[src/rtl/addsub_serial4.sv]
// Nibble-serial add/subtract: one 4-bit propagate/generate slice per cycle, carry held between nibbles.
// Optional signed saturation of the result is enabled by defining ADDSUB_SERIAL4_SAT_EN.
module addsub_serial4 #(
  parameter int WIDTH = 32,
  parameter int NIB   = WIDTH / 4
) (
  input  logic             clk,
  input  logic             rst_n,
  input  logic             start,
  input  logic             sub,
  input  logic             cin,
  input  logic             sat,
  input  logic [WIDTH-1:0] a,
  input  logic [WIDTH-1:0] b,
  output logic             busy,
  output logic             done,
  output logic [WIDTH-1:0] s,
  output logic             cout,
  output logic             ovf,
  output logic             zero
);

  localparam int CW = (NIB > 1) ? $clog2(NIB) : 1;

  typedef enum logic [1:0] {IDLE, RUN, DONE} state_t;

  state_t           state_q, state_d;
  logic [CW-1:0]    cnt_q, cnt_d;
  logic             c_q, c_d;
  logic [WIDTH-1:0] a_q, a_d;
  logic [WIDTH-1:0] b_q, b_d;
  logic [WIDTH-1:0] s_q, s_d;
  logic             cout_q, cout_d;
  logic             ovf_q, ovf_d;
  logic             zero_q, zero_d;
  logic             sat_q, sat_d;

  logic [3:0] nib_a, nib_b, g, p, c, sum;
  logic       gg, pg, co;

  // Carry-lookahead slice; c[3] is the carry into the nibble MSB, needed for overflow.
  always_comb begin
    nib_a = a_q[{cnt_q, 2'b00} +: 4];
    nib_b = b_q[{cnt_q, 2'b00} +: 4];
    g     = nib_a & nib_b;
    p     = nib_a ^ nib_b;
    c[0]  = c_q;
    c[1]  = g[0] | (p[0] & c[0]);
    c[2]  = g[1] | (p[1] & c[1]);
    c[3]  = g[2] | (p[2] & c[2]);
    gg    = g[3] | (p[3] & g[2]) | (p[3] & p[2] & g[1]) | (p[3] & p[2] & p[1] & g[0]);
    pg    = &p;
    co    = gg | (pg & c_q);
    sum   = p ^ c;
  end

  always_comb begin
    state_d = state_q;
    cnt_d   = cnt_q;
    c_d     = c_q;
    a_d     = a_q;
    b_d     = b_q;
    s_d     = s_q;
    cout_d  = cout_q;
    ovf_d   = ovf_q;
    zero_d  = zero_q;
    sat_d   = sat_q;
    case (state_q)
      IDLE, DONE: begin
        if (start) begin
          a_d     = a;
          b_d     = sub ? ~b : b;
          c_d     = cin ^ sub;
          cnt_d   = '0;
          sat_d   = sat;
          state_d = RUN;
        end else begin
          state_d = IDLE;
        end
      end
      RUN: begin
        s_d[{cnt_q, 2'b00} +: 4] = sum;
        c_d = co;
        if (cnt_q == CW'(NIB - 1)) begin
          cout_d = co;
          ovf_d  = c[3] ^ co;
`ifdef ADDSUB_SERIAL4_SAT_EN
          if (sat_q && (c[3] ^ co)) begin
            s_d = a_q[WIDTH-1] ? {1'b1, {(WIDTH-1){1'b0}}} : {1'b0, {(WIDTH-1){1'b1}}};
          end
`endif
          zero_d  = (s_d == '0);
          state_d = DONE;
        end else begin
          cnt_d = cnt_q + 1'b1;
        end
      end
      default: state_d = IDLE;
    endcase
  end

`ifndef ADDSUB_SERIAL4_SAT_EN
  logic sat_q_unused;
  assign sat_q_unused = sat_q;
`endif

  always_ff @(posedge clk) begin
    if (!rst_n) begin
      state_q <= IDLE;
      cnt_q   <= '0;
      c_q     <= 1'b0;
      a_q     <= '0;
      b_q     <= '0;
      s_q     <= '0;
      cout_q  <= 1'b0;
      ovf_q   <= 1'b0;
      zero_q  <= 1'b0;
      sat_q   <= 1'b0;
    end else begin
      state_q <= state_d;
      cnt_q   <= cnt_d;
      c_q     <= c_d;
      a_q     <= a_d;
      b_q     <= b_d;
      s_q     <= s_d;
      cout_q  <= cout_d;
      ovf_q   <= ovf_d;
      zero_q  <= zero_d;
      sat_q   <= sat_d;
    end
  end

  assign busy = (state_q == RUN);
  assign done = (state_q == DONE);
  assign s    = s_q;
  assign cout = cout_q;
  assign ovf  = ovf_q;
  assign zero = zero_q;

endmodule

[config.mk]
export PLATFORM = sky130hd
export DESIGN_NAME = addsub_serial4
export DESIGN_NICKNAME = d
export VERILOG_FILES = /design/src/rtl/addsub_serial4.sv
export SDC_FILE = /design/constraint.sdc
export NUM_CORES = 1
export LEC_CHECK = 0
export ABC_AREA = 1
export BUFFER_PORTS_ARGS = -buffer_cell sky130_fd_sc_hd__buf_4
export CORE_MARGIN = 3
export CORE_UTILIZATION = 35
export CTS_CLUSTER_DIAMETER = 150
export CTS_CLUSTER_SIZE = 25
export DETAILED_ROUTE_END_ITERATION = 10
export PLACE_DENSITY_LB_ADDON = 0.3
export SYNTH_ARGS = -nofsm -noshare
export SYNTH_HDL_FRONTEND = slang
export SYNTH_SLANG_ARGS = --single-unit
[constraint.sdc]
create_clock -name clk -period 11.6 [get_ports clk]
set_clock_uncertainty 0.2 [all_clocks]
set_input_delay 1.16 -clock clk [delete_from_list [all_inputs] [get_ports clk]]
set_output_delay 1.16 -clock clk [all_outputs]
set_load 0.005 [all_outputs]
Yosys cells after proc, flatten, opt, wreduce, memory -nomap -nowiden
Cells that the tools add are included.

Bits in writable memories: 0. Input port bits: 70. Register bits: 105. Bits in latches: 0. Memory bits (read-only): 0. Memories: 0. Word-level logic and storage cells: 62. Output and inout port bits: 37.

Equality and inequality tests: 6. Mux-type cells: 10. Bitwise gates (word level): 22. Shift-type cells: 4. Add/sub/neg operators: 2. Multipliers: 0. $lt $le $gt $ge: 0. Reduce and logical (&&, ||, !) cells: 9. Divide/modulo/power cells: 0.

Operators with widths (number): $shiftx 32x6->4 (2); $bwmux 32 (1); $logic_not 32->1 (1); $mux 32 (1); $not 32->32 (1); $shift 4x7->32 const A (1); $shiftx 4x7->32 (1); $and 1x1->1 (9); $xor 4x4->4 (2); $neg 5->7 (1); $or 1x1->1 (7); $mux 3 (2); $pmux 3 s2 (1); $reduce_and 2->1 (3); $and 4x4->4 (1); $ne 2x2->1 const B (2); $pmux 2 s2 (1); $reduce_and 4->1 (1); $add 3x1->3 const B (1); $eq 3x3->1 const B (1); $reduce_and 3->1 (1); $eq 2x1->1 const B (1); $eq 2x2->1 const B (1); $logic_not 2->1 (1); other kinds (7) (9).

Longest topological paths before layout
Gate-level depths: netlist of run 1.

Depth after elaboration: 12. Gate-level depth with buffers: 23. Depth with buffers taken out: 20.

Worst setup path before layout of run 1
OpenSTA, ideal clock, no wires.

Kind: flip-flop to flip-flop. Start: register cnt_q[0]. End: register zero_q (netlist: zero). Cell stages (with the launch flop): 23. Arrival time: 3.373 ns. Path buffers: 4. Setup time: 0.067 ns. Required time: 11.333 ns. Path slack: 7.960 ns. Clock period less this slack: 3.640 ns. Cells stage by stage: dfxtp_1 buf_6 inv_6 buf_6 buf_2 clkbuf_1 o21ai_0 a31oi_1 fa_1 inv_1 fa_1 fa_1 inv_1 nand2_1 nand2_1 inv_1 o21ai_0 nand2_1 nor2_1 nand2_1 nor2_1 nand2_1 a21oi_2.

Word-level cells in the longest chain between the ends: 12. Elaborated cells on any way between the ends: 18. Those cells by class: add/sub: 1; eq/ne: 1; shift: 4; mux: 1; bitwise: 9; reduce/logical: 2.

RTL lines: from (decl) (RTL line 28) `logic [CW-1:0] cnt_q, cnt_d;`; from (signal assigned) (RTL line 121) `cnt_q <= cnt_d;`; $shiftx 32x6->4 (on tied branches) (RTL line 43, 44); $xor 4x4->4 (RTL line 46) `p = nib_a ^ nib_b;`; $and 1x1->1 (RTL line 48) `c[1] = g[0] | (p[0] & c[0]);`; $or 1x1->1 (RTL line 48); $and 1x1->1 (RTL line 49) `c[2] = g[1] | (p[1] & c[1]);`; $or 1x1->1 (RTL line 49); $and 1x1->1 (RTL line 50) `c[3] = g[2] | (p[2] & c[2]);`; $or 1x1->1 (RTL line 50); $xor 4x4->4 (RTL line 54) `sum = p ^ c;`; $shiftx 4x7->32 (RTL line 82) `s_d[{cnt_q, 2'b00} +: 4] = sum;`; $bwmux 32 (RTL line 82); $logic_not 32->1 (RTL line 92) `zero_d = (s_d == '0);`; to (signal assigned) (RTL line 128) `zero_q <= zero_d;`; to (decl) (RTL line 35) `logic zero_q, zero_d;`.

Several ways; a longest one is shown, not always the timed one. A chain may end at the register's enable or synchronous reset.

Final worst setup path of run 1
Same ends and word-level chain as after synthesis.

==> impl_metrics.ini, run 1 <==
[status]
outcome = completed

[floorplanning]
die_h_um = 131
pin_count = 107
die_x_um = 131
rows = 45
initial_core_util_pct = 35.8
core-area_mm2 = 0.0153
fp.dieArea_mm2 = 0.0171

[detailed_routing]
wl_per_cell_um = 12.6
initialDrtViolationCount = 327
drt_first_pass_iters = 4
drcViolationCount = 0
num_vias = 5021
routed_wl_um = 13500
ant_nets = 0
avgViaCountPerCell = 4.68

[worst_setup_path]
crit_chain = buf_4 > inv_6 > o21ai_0 > o22ai_1 > nor2_1 > a31oi_1 > fa_1 > inv_1 > fa_1 > fa_1 > inv_1 > nand2_1 > nand2_1 > inv_1 > o21ai_0 > nand2_1 > nor2_1 > nand2_1 > nor2_1 > nand2_1 > a21oi_2
cp-end-kind = flop
critPathArrivalTime_ns = 4.29
required_ns = 11.68
critPathSlowestCell = fa_1
cp_slowest_stage_delay_ns = 0.43
start_kind = flop
critical_path_class = reg2reg
cp_max_fo = 39
cpMostUsedCell = nand2_1

[cts]
cts_sinks = 105
path_clk_slew_ns = 0.07
hold_buffers = 0
numCtsBuffers = 9
cts_root_buffer = clkbuf_16
cts_setup_buffers = 0
cts_tree = built
clock_latency_ns = 0.35
clock_path_buffers = 2
cts_resized = 0
h-tree-depth = 3

[yosys]
yosysWarnings = 0
synth_cell_types = 34
syn-cell-area_mm2 = 0.00546
syn_area_per_cell_um2 = 6.94
async_reset_ff_share_pct = 0
synth.area.top_cells = dfxtp_1 38%, o21ai_0 11%, nor2_1 9.1%, nand2_1 8.0%, inv_1 6.0%
yosysTopAreaCell = dfxtp_1
synth_edf_count = 0
yosysTopAreaCellShare_pct = 38.5
synth_flop_cell = dfxtp_1
synth_nets = 868
ys_seq_area_share_pct = 38.5
ys_ff_latch = 105
syn_inst = 787

[sta]
worst_slack_ns = 7.39
maxSlewViolCount = 0
relSlewSlack_pct = 37.7
final.min_clock_period_ns = 4.21
worstMarginPinSlew_ns = 0.932
setup_viol = 0
post-route-period-util_pct = 36.3
tns_ns = 0
hold_viol_final = 0
rsz0062_at_grt = no
fmax_mhz = 238

[layout]
final_common_cell = nor2_1
syn_to_final_growth_pct = 21.3
diodes = 0
layout_common_cells = 133 x nor2_1, 125 x o21ai_0, 116 x nand2_1
num-nets-final = 940
drive_above_1_share_pct = 16.7

[place]
place.gp.congestion = 0.803
numPortBuffers = 105
dpl_worst_slack_ns = 7.35
hpwl_um = 9180

[global_route]
antenna_found_initial = 0
grt_pass1_wl_um = 22300
grt_start_max_net_pins = 96
overflow = 0
first_global_vias = 4552
grt_use_total_pct = 16.2

[pwr]
ir_drop_v = 0.0000822
leakage_uw = 0.00314
cellPowerDensity_mw_per_mm2 = 144

[run]
cap_violations = 0

[hold_path]
worstHoldPathType = reg2reg
layout make-up:
type / count / area [um^2]
fillers: 1642 / 8630
multi-input cells: 541 / 2800
flip-flops and latches: 105 / 2100
repair buffers: 109 / 818
inverters: 93 / 354
well taps: 211 / 264
clock buffers: 11 / 253
clock inverters: 4 / 35.0
critical path, delay by kind of cell, from the launching register on:
family | cells | cell delay [ns]
buf+inv | 5 | 0.79
simple gates | 8 | 0.79
fa+ha+maj | 3 | 1.06
flops | 1 | 0.31
compound gates | 5 | 0.96
metrics by stage:
step                      cell area [um^2]  total power (uW)  hold slack [ns]  instances  utilization [%]
after global routing                  6630              1020            0.300       1074             43.4
after global placement                6340               664            0.258       1059             41.5
after detailed placement              6340               667            0.265       1059             41.5
final                                 6630               954            0.278       1074             43.4
after CTS                             6630               969            0.282       1074             43.4
after floorplan                       5460               581            0.250        787                -
cells by family (layout without fill, tap and decap cells):
group	Yosys count	after routing	share of synthesized area, %
and+or+nand+nor	287	287	22.0
adders and majority gates	11	11	2.93
buffers and inverters	141	217	10.3
AOI/OAI and AO/OA	210	210	21.0
DFF	105	105	38.5
xor gates and xnor gates	33	33	5.29
sequential cells by signal (all words and copies together) (netlist names):
name,flops
cout,1
c_q,1
a_q,32
state_q,2
zero,1
ovf,1
b_q,32
cnt_q,3
s,32
layer usage:
metal,vias up,GRT usage [%],part of all wire (%)
met5,-,0,0
met4,0,2.72,0.21
met3,2,4.80,5.3
met2,108,25.7,46
met1,2208,22.3,49
li1,2703,-,-
final timing paths:
path                               start     end  slack (ns)  cells after the start
worst min register to register    a_q[6]  a_q[6]        0.28                      2
worst max register to register  cnt_q[0]    zero        7.39                     21
worst min-delay path              a_q[6]  a_q[6]        0.28                      2
worst max-delay path            cnt_q[0]    zero        7.39                     21
power by group:
group | total, uW | leakage, uW | switching [uW] | internal (uW)
Sequential | 412 | 0.000868 | 18.9 | 393
Combinational | 243 | 0.00213 | 148 | 95.2
Clock | 299 | 0.000143 | 140 | 159
Total | 954 | 0.00314 | 307 | 647
Yosys cell counts, types with 5 or more instances:
master      n
inv_1      88
nand2_1   116
a21oi_1    40
nor2_1    133
dfxtp_1   105
ha_1        8
xnor2_1    32
nand3_1    19
nand3_2     6
o22ai_1     9
a31oi_1     5
nand4_1     6
o211ai_1   26
clkbuf_1   39
o21ai_0   125
Note: power is estimated with default switching activity, not from simulation.
==> run 2, diff against run 1 <==
clock period = 3.85 ns   (was 11.6 ns; I/O delays follow)
==> impl_metrics.ini, run 2 (same netlist as run 1, synthesis figures left out) <==
[status]
outcome = completed

[worst_setup_path]
critPathSlowestCell = fa_2
crit_chain = buf_4 > inv_8 > o21ai_0 > o22ai_1 > nor2_1 > a31oi_2 > fa_2 > inv_1 > fa_2 > fa_2 > inv_1 > o21ai_0 > nand2_1 > nor2_1 > nand2_1 > nor2_1 > nand2_1 > a21oi_2
ff2ff_setup_slack_ns = 0.30
critical_path_class = reg2reg
required_ns = 3.94
crit_start = cnt_q[0]
critPathArrivalTime_ns = 3.64
start_kind = flop
cp_max_fo = 18
rr_startpoint = cnt_q[0]
cp.buffers_inverters = 4
cp_slowest_stage_delay_ns = 0.60
r2r-end = zero
reg2reg_depth = 18
crit_family = adder cells
cp-end-kind = flop

[sta]
fmax_mhz = 282
maxSlewViolCount = 0
post-route-period-util_pct = 92.2
relSlewSlack_pct = 36.6
setup_viol = 0
worst_slack_ns = 0.299
final.min_clock_period_ns = 3.55
hold_viol_final = 0
rsz0062_at_grt = no
worstMarginPinSlew_ns = 0.948

[global_route]
grt_pass1_wl_um = 22700
overflow = 0
antenna_found_initial = 0
first_global_vias = 4716
grt_use_total_pct = 16.6
grt_start_max_net_pins = 96

[run]
cap_violations = 0

[hold_path]
worst_hold_path.endpoint = a_q[26]
holdCritStartpoint = a[26]
min_path_cells = 3
worstHoldPathType = in2reg

[layout]
diodes = 0
fillerInstances = 1623
multiInputGateArea_mm2 = 0.00282
num-nets-final = 975
syn_to_final_growth_pct = 27.1
final_common_cell = buf_4
drive_above_1_share_pct = 20.9
layout_common_cells = 144 x buf_4, 133 x nor2_1, 123 x o21ai_0
register_area_mm2 = 0.00211

[floorplanning]
fp.dieArea_mm2 = 0.0171
pin_count = 107
rows = 45
core-area_mm2 = 0.0153
die_h_um = 131
die_x_um = 131
initial_core_util_pct = 35.8

[detailed_routing]
routed_wl_um = 13900
initialDrtViolationCount = 371
wl_per_cell_um = 12.5
avgViaCountPerCell = 4.66
drcViolationCount = 0
drt_first_pass_iters = 4
num_vias = 5172
ant_nets = 0

[place]
dpl_worst_slack_ns = -0.0154
hpwl_um = 9790
place.gp.congestion = 0.831
numPortBuffers = 105

[cts]
clock_latency_ns = 0.36
path_clk_slew_ns = 0.08
cts_sinks = 105
h-tree-depth = 3
cts_root_buffer = clkbuf_16
numCtsBuffers = 9
hold_buffers = 0
clock_path_buffers = 2
cts_tree = built

[pwr]
ir_drop_v = 0.000238
p_total_uw = 3040
leakage_uw = 0.00332
cellPowerDensity_mw_per_mm2 = 438
-- run 2: changes by cell type in the layout (fill, tap and decap cells not counted), sizes merged --
cell | previous run | this run
clkbuf | 11 | 9
inv | 95 | 97
buf | 109 | 144
clkinvlp | 0 | 1
clkinv | 2 | 1
bufinv | 0 | 1
-- run 2: final cells by class --
cell class	instances	share of cell area (%)
sequential	105	30.4
tap	211	3.80
multi-input combinational	541	40.7
clock buffer	9	3.24
timing repair buffer	144	15.6
clock inverter	7	1.19
inverter	93	5.14
-- run 2: worst max path at each step --
stage | slack, ns | end | cells after the start
after CTS | 0.05 | zero | 20
after detailed placement | -0.02 | zero | 20
after global routing | 0.02 | zero | 22
final | 0.30 | zero | 18
after floorplan | 0.21 | zero | 22
after global placement | -0.04 | zero | 20
-- run 2: power breakdown --
group          leakage [uW]  internal, uW  switching, uW
sequential         0.000869          1180           63.1
clock              0.000150           517            450
combinational       0.00230           365            461
-- run 2: timing repair --
action	CTS	global route
setup endpoints to repair	1	11
hold endpoints to repair	0	0
resized for setup	1	11
buffers inserted	0	2
pin swaps	0	5
-- run 2: layer usage --
layer / routed length [um] / part of all wire, % / vias up / GRT usage, %
li1: - / - / 2754 / -
met1: 6630 / 48 / 2275 / 22.6
met2: 6220 / 45 / 126 / 25.5
met3: 875 / 6.3 / 17 / 4.84
met4: 185 / 1.3 / 0 / 4.84
met5: 0 / 0 / - / 0
-- run 2: worst reg2reg max path: cells and delay by family (launching register included) --
family | cells | cell delay (ns)
buffers and inverters | 4 | 0.39
AO/OA/AOI/OAI | 5 | 0.82
flip-flops | 1 | 0.37
AND/OR/NAND/NOR | 6 | 0.52
adder cells (fa/ha/maj) | 3 | 1.19
-- run 2: per-stage QoR --
stage / hold WS [ns] / TNS (ns) / cells / cell area, um^2 / util, %
after CTS: 0.0573 / 0 / 1108 / 6900 / 45.2
after floorplan: 0.250 / 0 / 787 / 5460 / -
final: 0.0718 / 0 / 1110 / 6940 / 45.5
after global routing: 0.0680 / 0 / 1110 / 6940 / 45.5
after global placement: 0.261 / -0.0384 / 1092 / 6590 / 43.2
after detailed placement: 0.263 / -0.0154 / 1092 / 6590 / 43.2
